[src/rtl/fetch_mar_mbr_if.sv]
// Fetch-stage bus: PC-side request, instruction-memory read handshake and MBR outputs.
// The master side drives the PC/memory inputs; the slave side is the fetch unit.
interface fetch_mar_mbr_if #(
  parameter int ADDR_W = 8,
  parameter int DATA_W = 16
);
  logic                     fetch_start;
  logic [ADDR_W-1:0]        pc_addr;
  logic [ADDR_W-1:0]        mem_addr;
  logic                     mem_rd_req;
  logic                     mem_rd_ack;
  logic [DATA_W-1:0]        mem_rd_data;
  logic [DATA_W-1:0]        mbr_data;
  logic [DATA_W-ADDR_W-1:0] ir_opcode;
  logic [ADDR_W-1:0]        mbr2pc;
  logic                     busy;
  logic                     fetch_done;
  logic                     fetch_err;

  modport master (
    output fetch_start, pc_addr, mem_rd_ack, mem_rd_data,
    input  mem_addr, mem_rd_req, mbr_data, ir_opcode, mbr2pc, busy, fetch_done, fetch_err
  );

  modport slave (
    input  fetch_start, pc_addr, mem_rd_ack, mem_rd_data,
    output mem_addr, mem_rd_req, mbr_data, ir_opcode, mbr2pc, busy, fetch_done, fetch_err
  );
endinterface

[src/rtl/fetch_mar_mbr.sv]
// Instruction-fetch stage: MAR latch, req/ack memory read, MBR capture, one fetch in flight.
// Optional REQ timeout with sticky fetch_err is built when FETCH_TIMEOUT_EN is defined.
module fetch_mar_mbr #(
  parameter int ADDR_W      = 8,
  parameter int DATA_W      = 16,
  parameter int TIMEOUT_CYC = 15
) (
  input logic             clk,
  input logic             rst,
  fetch_mar_mbr_if.slave  bus
);

  // state | meaning
  // IDLE  | waiting for fetch_start; ack ignored
  // REQ   | mem_rd_req high, MAR stable, waiting for ack
  // DONE  | MBR holds the new word, fetch_done pulses this cycle

  typedef enum logic [1:0] {ST_IDLE, ST_REQ, ST_DONE} state_t;

  if (TIMEOUT_CYC < 1) begin : g_bad_timeout
    $error("TIMEOUT_CYC must be at least 1");
  end

  state_t            state_q, state_d;
  logic [ADDR_W-1:0] mar_q, mar_d;
  logic [DATA_W-1:0] mbr_q, mbr_d;
  logic              req_q, req_d;
  logic              done_q, done_d;

`ifdef FETCH_TIMEOUT_EN
  localparam int TMR_W = ($clog2(TIMEOUT_CYC) > 4) ? $clog2(TIMEOUT_CYC) : 4;
  // Down-counter loaded on acceptance; terminal count 0 is the last REQ cycle allowed.
  localparam logic [TMR_W-1:0] TMR_LOAD = TMR_W'(TIMEOUT_CYC - 1);

  logic [TMR_W-1:0]  tmr_q, tmr_d;
  logic              err_q, err_d;
`endif

  always_ff @(posedge clk) begin
    if (rst) begin
      state_q <= ST_IDLE;
      mar_q   <= '0;
      mbr_q   <= '0;
      req_q   <= 1'b0;
      done_q  <= 1'b0;
`ifdef FETCH_TIMEOUT_EN
      tmr_q   <= '0;
      err_q   <= 1'b0;
`endif
    end else begin
      state_q <= state_d;
      mar_q   <= mar_d;
      mbr_q   <= mbr_d;
      req_q   <= req_d;
      done_q  <= done_d;
`ifdef FETCH_TIMEOUT_EN
      tmr_q   <= tmr_d;
      err_q   <= err_d;
`endif
    end
  end

  always_comb begin
    state_d = state_q;
    mar_d   = mar_q;
    mbr_d   = mbr_q;
    req_d   = req_q;
    done_d  = 1'b0;
`ifdef FETCH_TIMEOUT_EN
    tmr_d   = tmr_q;
    err_d   = err_q;
`endif
    case (state_q)
      ST_IDLE: begin
        if (bus.fetch_start) begin
          mar_d   = bus.pc_addr;
          req_d   = 1'b1;
          state_d = ST_REQ;
`ifdef FETCH_TIMEOUT_EN
          tmr_d   = TMR_LOAD;
          err_d   = 1'b0;
`endif
        end
      end
      ST_REQ: begin
        // Ack on the terminal-count edge takes priority over the timeout.
        if (bus.mem_rd_ack) begin
          mbr_d   = bus.mem_rd_data;
          req_d   = 1'b0;
          done_d  = 1'b1;
          state_d = ST_DONE;
        end
`ifdef FETCH_TIMEOUT_EN
        else if (tmr_q == '0) begin
          req_d   = 1'b0;
          err_d   = 1'b1;
          state_d = ST_IDLE;
        end else begin
          tmr_d   = tmr_q - 1'b1;
        end
`endif
      end
      ST_DONE: begin
        req_d   = 1'b0;
        state_d = ST_IDLE;
      end
      default: begin
        req_d   = 1'b0;
        state_d = ST_IDLE;
      end
    endcase
  end

  assign bus.mem_addr   = mar_q;
  assign bus.mem_rd_req = req_q;
  assign bus.mbr_data   = mbr_q;
  assign bus.ir_opcode  = mbr_q[DATA_W-1:ADDR_W];
  assign bus.mbr2pc     = mbr_q[ADDR_W-1:0];
  assign bus.busy       = (state_q != ST_IDLE);
  assign bus.fetch_done = done_q;
`ifdef FETCH_TIMEOUT_EN
  assign bus.fetch_err  = err_q;
`else
  assign bus.fetch_err  = 1'b0;
`endif

endmodule

[src/flat_wrapper.sv]
// flat-port wrapper written by rule: the top's interface ports become plain ports
module fetch_mar_mbr_flat 
#(
  parameter int ADDR_W      = 8,
  parameter int DATA_W      = 16,
  parameter int TIMEOUT_CYC = 15
)
  (clk, rst, bus_fetch_start, bus_pc_addr, bus_mem_rd_ack, bus_mem_rd_data, bus_mem_addr, bus_mem_rd_req, bus_mbr_data, bus_ir_opcode, bus_mbr2pc, bus_busy, bus_fetch_done, bus_fetch_err);
  fetch_mar_mbr_if #(.ADDR_W(ADDR_W), .DATA_W(DATA_W)) bus_i ();
  input logic clk;
  input logic rst;
  input wire logic [$bits(bus_i.fetch_start)-1:0] bus_fetch_start;
  input wire logic [$bits(bus_i.pc_addr)-1:0] bus_pc_addr;
  input wire logic [$bits(bus_i.mem_rd_ack)-1:0] bus_mem_rd_ack;
  input wire logic [$bits(bus_i.mem_rd_data)-1:0] bus_mem_rd_data;
  output wire logic [$bits(bus_i.mem_addr)-1:0] bus_mem_addr;
  output wire logic [$bits(bus_i.mem_rd_req)-1:0] bus_mem_rd_req;
  output wire logic [$bits(bus_i.mbr_data)-1:0] bus_mbr_data;
  output wire logic [$bits(bus_i.ir_opcode)-1:0] bus_ir_opcode;
  output wire logic [$bits(bus_i.mbr2pc)-1:0] bus_mbr2pc;
  output wire logic [$bits(bus_i.busy)-1:0] bus_busy;
  output wire logic [$bits(bus_i.fetch_done)-1:0] bus_fetch_done;
  output wire logic [$bits(bus_i.fetch_err)-1:0] bus_fetch_err;
  assign bus_i.fetch_start = bus_fetch_start;
  assign bus_i.pc_addr = bus_pc_addr;
  assign bus_i.mem_rd_ack = bus_mem_rd_ack;
  assign bus_i.mem_rd_data = bus_mem_rd_data;
  assign bus_mem_addr = bus_i.mem_addr;
  assign bus_mem_rd_req = bus_i.mem_rd_req;
  assign bus_mbr_data = bus_i.mbr_data;
  assign bus_ir_opcode = bus_i.ir_opcode;
  assign bus_mbr2pc = bus_i.mbr2pc;
  assign bus_busy = bus_i.busy;
  assign bus_fetch_done = bus_i.fetch_done;
  assign bus_fetch_err = bus_i.fetch_err;
  fetch_mar_mbr #(.ADDR_W(ADDR_W), .DATA_W(DATA_W), .TIMEOUT_CYC(TIMEOUT_CYC)) u_core (.clk(clk), .rst(rst), .bus(bus_i));
endmodule
[config.mk]
export PLATFORM = sky130hd
export DESIGN_NAME = fetch_mar_mbr_flat
export DESIGN_NICKNAME = d
export VERILOG_FILES = /design/src/rtl/fetch_mar_mbr_if.sv /design/src/rtl/fetch_mar_mbr.sv /design/src/flat_wrapper.sv
export SDC_FILE = /design/constraint.sdc
export NUM_CORES = 1
export LEC_CHECK = 0
export ABC_CLOCK_PERIOD_IN_PS = 3000
export CORE_ASPECT_RATIO = 2
export CORE_MARGIN = 1.5
export CORE_UTILIZATION = 42
export DETAILED_ROUTE_END_ITERATION = 8
export GPL_ROUTABILITY_DRIVEN = 0
export GPL_TIMING_DRIVEN = 0
export PLACE_DENSITY = 0.91
export SYNTH_ARGS = -nofsm -noshare
export SYNTH_HDL_FRONTEND = slang
export SYNTH_SLANG_ARGS = --single-unit
[constraint.sdc]
create_clock -name clk -period 3 [get_ports clk]
set_input_delay 0.9 -clock clk [delete_from_list [all_inputs] [get_ports clk]]
set_output_delay 0.9 -clock clk [all_outputs]
set_load 0.005 [all_outputs]
==> impl_metrics.tcl, run 1 <==
set metrics [dict create \
    setup_viol 0 \
    max-cap-violations 0 \
    dieHeight_um 83.48 \
    row_count 29 \
    io_pins 72 \
    yosys_register_bits 28 \
    cpMaxStageDelayCell "clkdlybuf4s50_1" \
    worstPathRequired_ns 2.10 \
    fin_tns_setup_ns 0 \
    cts_setup_buffers 0 \
    drc 0 \
    antenna_found_initial 0 \
    fin_nets 240 \
    worstSetupPathDepth 2 \
    max_freq_mhz 435.0 \
    hp-class "reg -> reg" \
    dp_slack_ns 0.7904 \
    r2r-start "u_core.state_q[0]$_SDFFE_PP0P_" \
    cp.arrival_ns 1.40 \
    synth.distinct_cells 18 \
    dp_hpwl_mm 2.458 \
    cts_hold_buffers 0 \
    io_buffer_count 70 \
    peakVddDrop_uv 280.3 \
    power_density_nw_per_um2 367.0 \
    ys_seq_area_share_pct 41.21 \
    root_buffer "clkbuf_8" \
    post_cts_resized 0 \
    cts_max_level 1 \
    first_iter_violations 13 \
    path_max_fanout 7 \
    r2r_cells 4 \
    mostFrequentLayoutCells "clkdlybuf4s50_1 (70), nand2b_1 (49), dfxtp_1 (28)" \
    grt_max_degree 15 \
    final_common_cell "clkdlybuf4s50_1" \
    route.antenna.remaining_nets 0 \
    timing.final.hold_violations 0 \
    synthArstFlopShare_pct 0 \
    p_leak_nw 0.8265 \
    finalCriticalPeriod_ns 2.299 \
    numCtsBuffers 3 \
    grt_pass1_vias 1142 \
    synth_edf_count 0 \
    crit_family "buffers and inverters" \
    reg2reg_to "u_core.bus.mbr_data[11]$_SDFFE_PP0P_" \
    synth_flop_cell "dfxtp_1" \
    synth_cells 137 \
    synth_nets 165 \
    antennaDiodeCount 0 \
    rsz0062_at_grt "false" \
    path_buf_inv 1 \
    dr.pass1.iters 4 \
    drive_above_1_share_pct 11.90 \
    timing.final.ws_setup_ns 0.7009 \
    r2r_slack_ns 1.78 \
    synth.avg_cell_area_um2 9.927 \
    post-route-period-util_pct 76.64 \
    critPathKind "reg -> out" \
    cts.clk_slew.worst_paths_ns 0.09 \
    status "complete, no violations" \
    grt_util_all_layers_pct 18.19 \
    dieArea_um2 3609 \
    post_drt_wl_per_cell_um 12.63 \
    cts_tree "yes" \
    insertion_delay_ns 0.27 \
    drt-vias-per-instance 4.801 \
    area_growth_pct 57.41 \
    initial_core_util_pct 43.58 \
    critPathLaunchType "flop" \
    crit_chain "or2_2 -> clkdlybuf4s50_1" \
    slowest_delay_ns 0.44 \
    grt-ovfl-total 0 \
    cts.sinks 28 \
    grt_pass1_wl_mm 5.078 \
    fillCellCount 237 \
    design.core.area_um2 3120 \
    drv_slew 0 \
    syn-cell-area_um2 1360 \
    totalWireLength_mm 3.043 \
    holdPathStages 2 \
    vias 1157 \
    die_x_um 43.24 \
    crit_start "u_core.state_q[1]$_SDFFE_PP0P_" \
    endpoint_kind "output port" \
    clockBufferDepth 2 \
    ys_warn_count 0 \
    worstSetupEndpoint "bus_busy" \
    timing.clock.skew_ns 0.001415 \
]
==> logic make-up after synthesis <==
logic type	synth area share [%]
AOI/OAI and AO/OA	1.932
buffers and inverters	13.43
DFF	41.21
muxes	17.66
other	0.2757
and+or+nand+nor	25.48
==> how the worst min path moves through the flow <==
| stage | from | to | slack, ns |
|---|---|---|---|
| floorplan | u_core.bus.mem_addr[0]$_SDFFE_PP0P_ | u_core.bus.mem_addr[0]$_SDFFE_PP0P_ | 0.46 |
| global placement | u_core.bus.mem_addr[2]$_SDFFE_PP0P_ | u_core.bus.mem_addr[2]$_SDFFE_PP0P_ | 0.46 |
| detailed placement | u_core.bus.mem_addr[5]$_SDFFE_PP0P_ | u_core.bus.mem_addr[5]$_SDFFE_PP0P_ | 0.46 |
| CTS | u_core.bus.mem_addr[4]$_SDFFE_PP0P_ | u_core.bus.mem_addr[4]$_SDFFE_PP0P_ | 0.48 |
| global route | u_core.bus.mem_addr[4]$_SDFFE_PP0P_ | u_core.bus.mem_addr[4]$_SDFFE_PP0P_ | 0.49 |
| finish | u_core.bus.mem_addr[1]$_SDFFE_PP0P_ | u_core.bus.mem_addr[1]$_SDFFE_PP0P_ | 0.48 |
==> metal layers <==
layer,GRT usage [%],part of all wire (%),vias to the layer above
li1,-,-,569
met1,17.38,34,542
met2,34.46,60,40
met3,3.247,4.3,6
met4,8.815,1.9,0
met5,0,0,-
==> cell type report <==
cell class                 instances  area (µm²)  share of cell area [%]
multi-input combinational         84       616.8                   28.81
tap                               31       38.79                   1.812
timing repair buffer              70       700.7                   32.73
sequential                        28       560.5                   26.18
clock buffer                       3       41.29                   1.929
buffer                            25       182.7                   8.533
==> sequential cells by signal (all words and copies together), names as in the netlist <==
signal                 flops
u_core.bus.mbr_data       16
u_core.bus.mem_addr        8
u_core.bus.mem_rd_req      1
u_core.state_q             2
u_core.bus.fetch_done      1
==> report_power, final <==
group | internal [mW] | switching [mW]
clock | 0.0900 | 0.107
combinational | 0.127 | 0.0543
sequential | 0.392 | 0.0153
==> cell usage after synthesis, types with 2 or more instances <==
cell type,n,area share [%]
nand2b_1,49,23
mux2i_1,24,18
clkbuf_1,5,1.4
dfxtp_1,28,41
buf_4,17,9.4
nor3_1,2,0.74
==> stage by stage <==
step | hold slack, ns | cell area, µm² | util, % | cells | total power, mW
2_1_floorplan | 0.4650 | 1360 | - | 137 | 0.4919
3_3_place_gp | 0.4590 | 2100 | 67.28 | 238 | 0.5956
3_5_place_dp | 0.4633 | 2100 | 67.28 | 238 | 0.5994
4_1_cts | 0.4830 | 2141 | 68.60 | 241 | 0.7909
5_1_grt | 0.4932 | 2141 | 68.60 | 241 | 0.8227
6_report | 0.4796 | 2141 | 68.60 | 241 | 0.7858
==> tightest hold or removal path: cells and delay by family (launching register included) <==
| kind | cells | cell delay (ns) |
|---|---|---|
| DFF | 1 | 0.32 |
| and+or+nand+nor | 1 | 0.06 |
| muxes | 1 | 0.06 |
(Power assumes the default switching activity.)
==> inputs of run 2 (changes only) <==
Settings changed: ABC_CLOCK_PERIOD_IN_PS 3000 to 2400, CORE_UTILIZATION 42 to 39, PLACE_DENSITY 0.91 to 0.86.
Clock period 3 ns to 2.4 ns, I/O delays scaled along.
==> impl_metrics.tcl, run 2 (synthesis results as in run 1) <==
set metrics [dict create \
    root_buffer "clkbuf_8" \
    grt_max_degree 16 \
    status "complete, no violations" \
    totalWireLength_mm 2.867 \
    area_growth_pct 58.51 \
    cts_hold_buffers 0 \
    fin_util_pct 63.81 \
    numCtsBuffers 3 \
    io_pins 72 \
    post_drt_wl_per_cell_um 11.80 \
    dieHeight_um 86.52 \
    timing.final.ws_setup_ns 0.2950 \
    timing.clock.skew_ns 0.002304 \
    dr.pass1.iters 4 \
    fin_nets 240 \
    setup_viol 0 \
    vias 1112 \
    cts_tree "yes" \
    p_switching_uw 223.7 \
    antenna_found_initial 0 \
    final_common_cell "clkdlybuf4s50_1" \
    power_frac_clock_pct 27.9 \
    dieArea_um2 3872 \
    drt-vias-per-instance 4.576 \
    initial_core_util_pct 40.26 \
    cts_setup_buffers 0 \
    cts.clk_slew.worst_paths_ns 0.09 \
    rsz0062_at_grt "false" \
    worstPathRequired_ns 1.68 \
    switching_share_pct 21.95 \
    insertion_delay_ns 0.26 \
    cts_max_level 1 \
    design.core.area_um2 3378 \
    grt-ovfl-total 0 \
    drc 0 \
    critPathKind "reg -> out" \
    p_int_uw 795.4 \
    hp-class "reg -> reg" \
    cts.sinks 28 \
    timing.final.hold_violations 0 \
    largest_register_ffs 16 \
    critPathLaunchType "flop" \
    die_x_um 44.76 \
    p_seq_share_pct 49.9 \
    drv_slew 0 \
    grt_util_all_layers_pct 15.34 \
    first_iter_violations 15 \
    place_area_um2 2101 \
    combPwrFrac_pct 22.2 \
    cp.arrival_ns 1.38 \
    dp_slack_ns 0.3537 \
    row_count 30 \
    dp_hpwl_mm 2.297 \
    drive_above_1_share_pct 12.32 \
    clockBufferDepth 2 \
    timing.hold.ws_ns 0.4825 \
    post_cts_resized 0 \
    endpoint_kind "output port" \
    mostFrequentLayoutCells "clkdlybuf4s50_1 (70), nand2b_1 (49), dfxtp_1 (28)" \
    power_density_nw_per_um2 472.7 \
    path_max_fanout 7 \
    max-cap-violations 0 \
    max_freq_mhz 475.1 \
    fin_area_um2 2156 \
    io_buffer_count 70 \
    post-route-period-util_pct 87.71 \
    finalCriticalPeriod_ns 2.105 \
    p_leak_nw 0.8337 \
    antennaDiodeCount 0 \
    route.antenna.remaining_nets 0 \
    grt_pass1_vias 1013 \
    peakVddDrop_uv 402.3 \
    grt_pass1_wl_mm 4.533 \
    fin_tns_setup_ns 0 \
]
run 2: final timing paths:
check                                                       endpoint                           startpoint  slack (ns)  cells past startpoint
worst max register to register  u_core.bus.mbr_data[10]$_SDFFE_PP0P_       u_core.state_q[0]$_SDFFE_PP0P_        1.18                      4
worst min-delay path             u_core.bus.mem_addr[4]$_SDFFE_PP0P_  u_core.bus.mem_addr[4]$_SDFFE_PP0P_        0.48                      2
worst min register to register   u_core.bus.mem_addr[4]$_SDFFE_PP0P_  u_core.bus.mem_addr[4]$_SDFFE_PP0P_        0.48                      2
worst max-delay path                                        bus_busy       u_core.state_q[1]$_SDFFE_PP0P_        0.30                      2
run 2: routing by layer:
layer | track usage (%) | up-vias | wire (µm)
li1 | - | 567 | -
met1 | 16.88 | 507 | 1072
met2 | 28.46 | 38 | 1679
met3 | 1.458 | 0 | 115
met4 | 5.785 | 0 | 0
met5 | 0 | - | 0
run 2: layout make-up:
| class | count | area (µm²) |
|---|---|---|
| Buffer | 25 | 182.7 |
| Sequential cell | 28 | 560.5 |
| Timing Repair Buffer | 70 | 700.7 |
| Clock buffer | 4 | 55.05 |
| Tap cell | 32 | 40.04 |
| Fill cell | 299 | 1222 |
| Multi-Input combinational cell | 84 | 616.8 |
run 2: worst max-delay path: stages, from the launching register on:
cell	delay, ns
dfxtp_1	0.37
or2_2	0.31
clkdlybuf4s50_1	0.44
run 2: power by group through the flow:
| stage | Sequential [mW] | Combinational [mW] | Clock, mW |
|---|---|---|---|
| after floorplan | 0.519 | 0.0961 | 0 |
| after global placement | 0.518 | 0.226 | 0 |
| after detailed placement | 0.519 | 0.229 | 0 |
| after CTS | 0.508 | 0.230 | 0.296 |
| after global routing | 0.512 | 0.247 | 0.311 |
| final | 0.508 | 0.227 | 0.284 |
run 2: through the flow:
step	power (mW)	instances
finish	1.019	243
global route	1.069	243
CTS	1.034	243
detailed placement	0.7480	239
global placement	0.7440	239
floorplan	0.6149	137
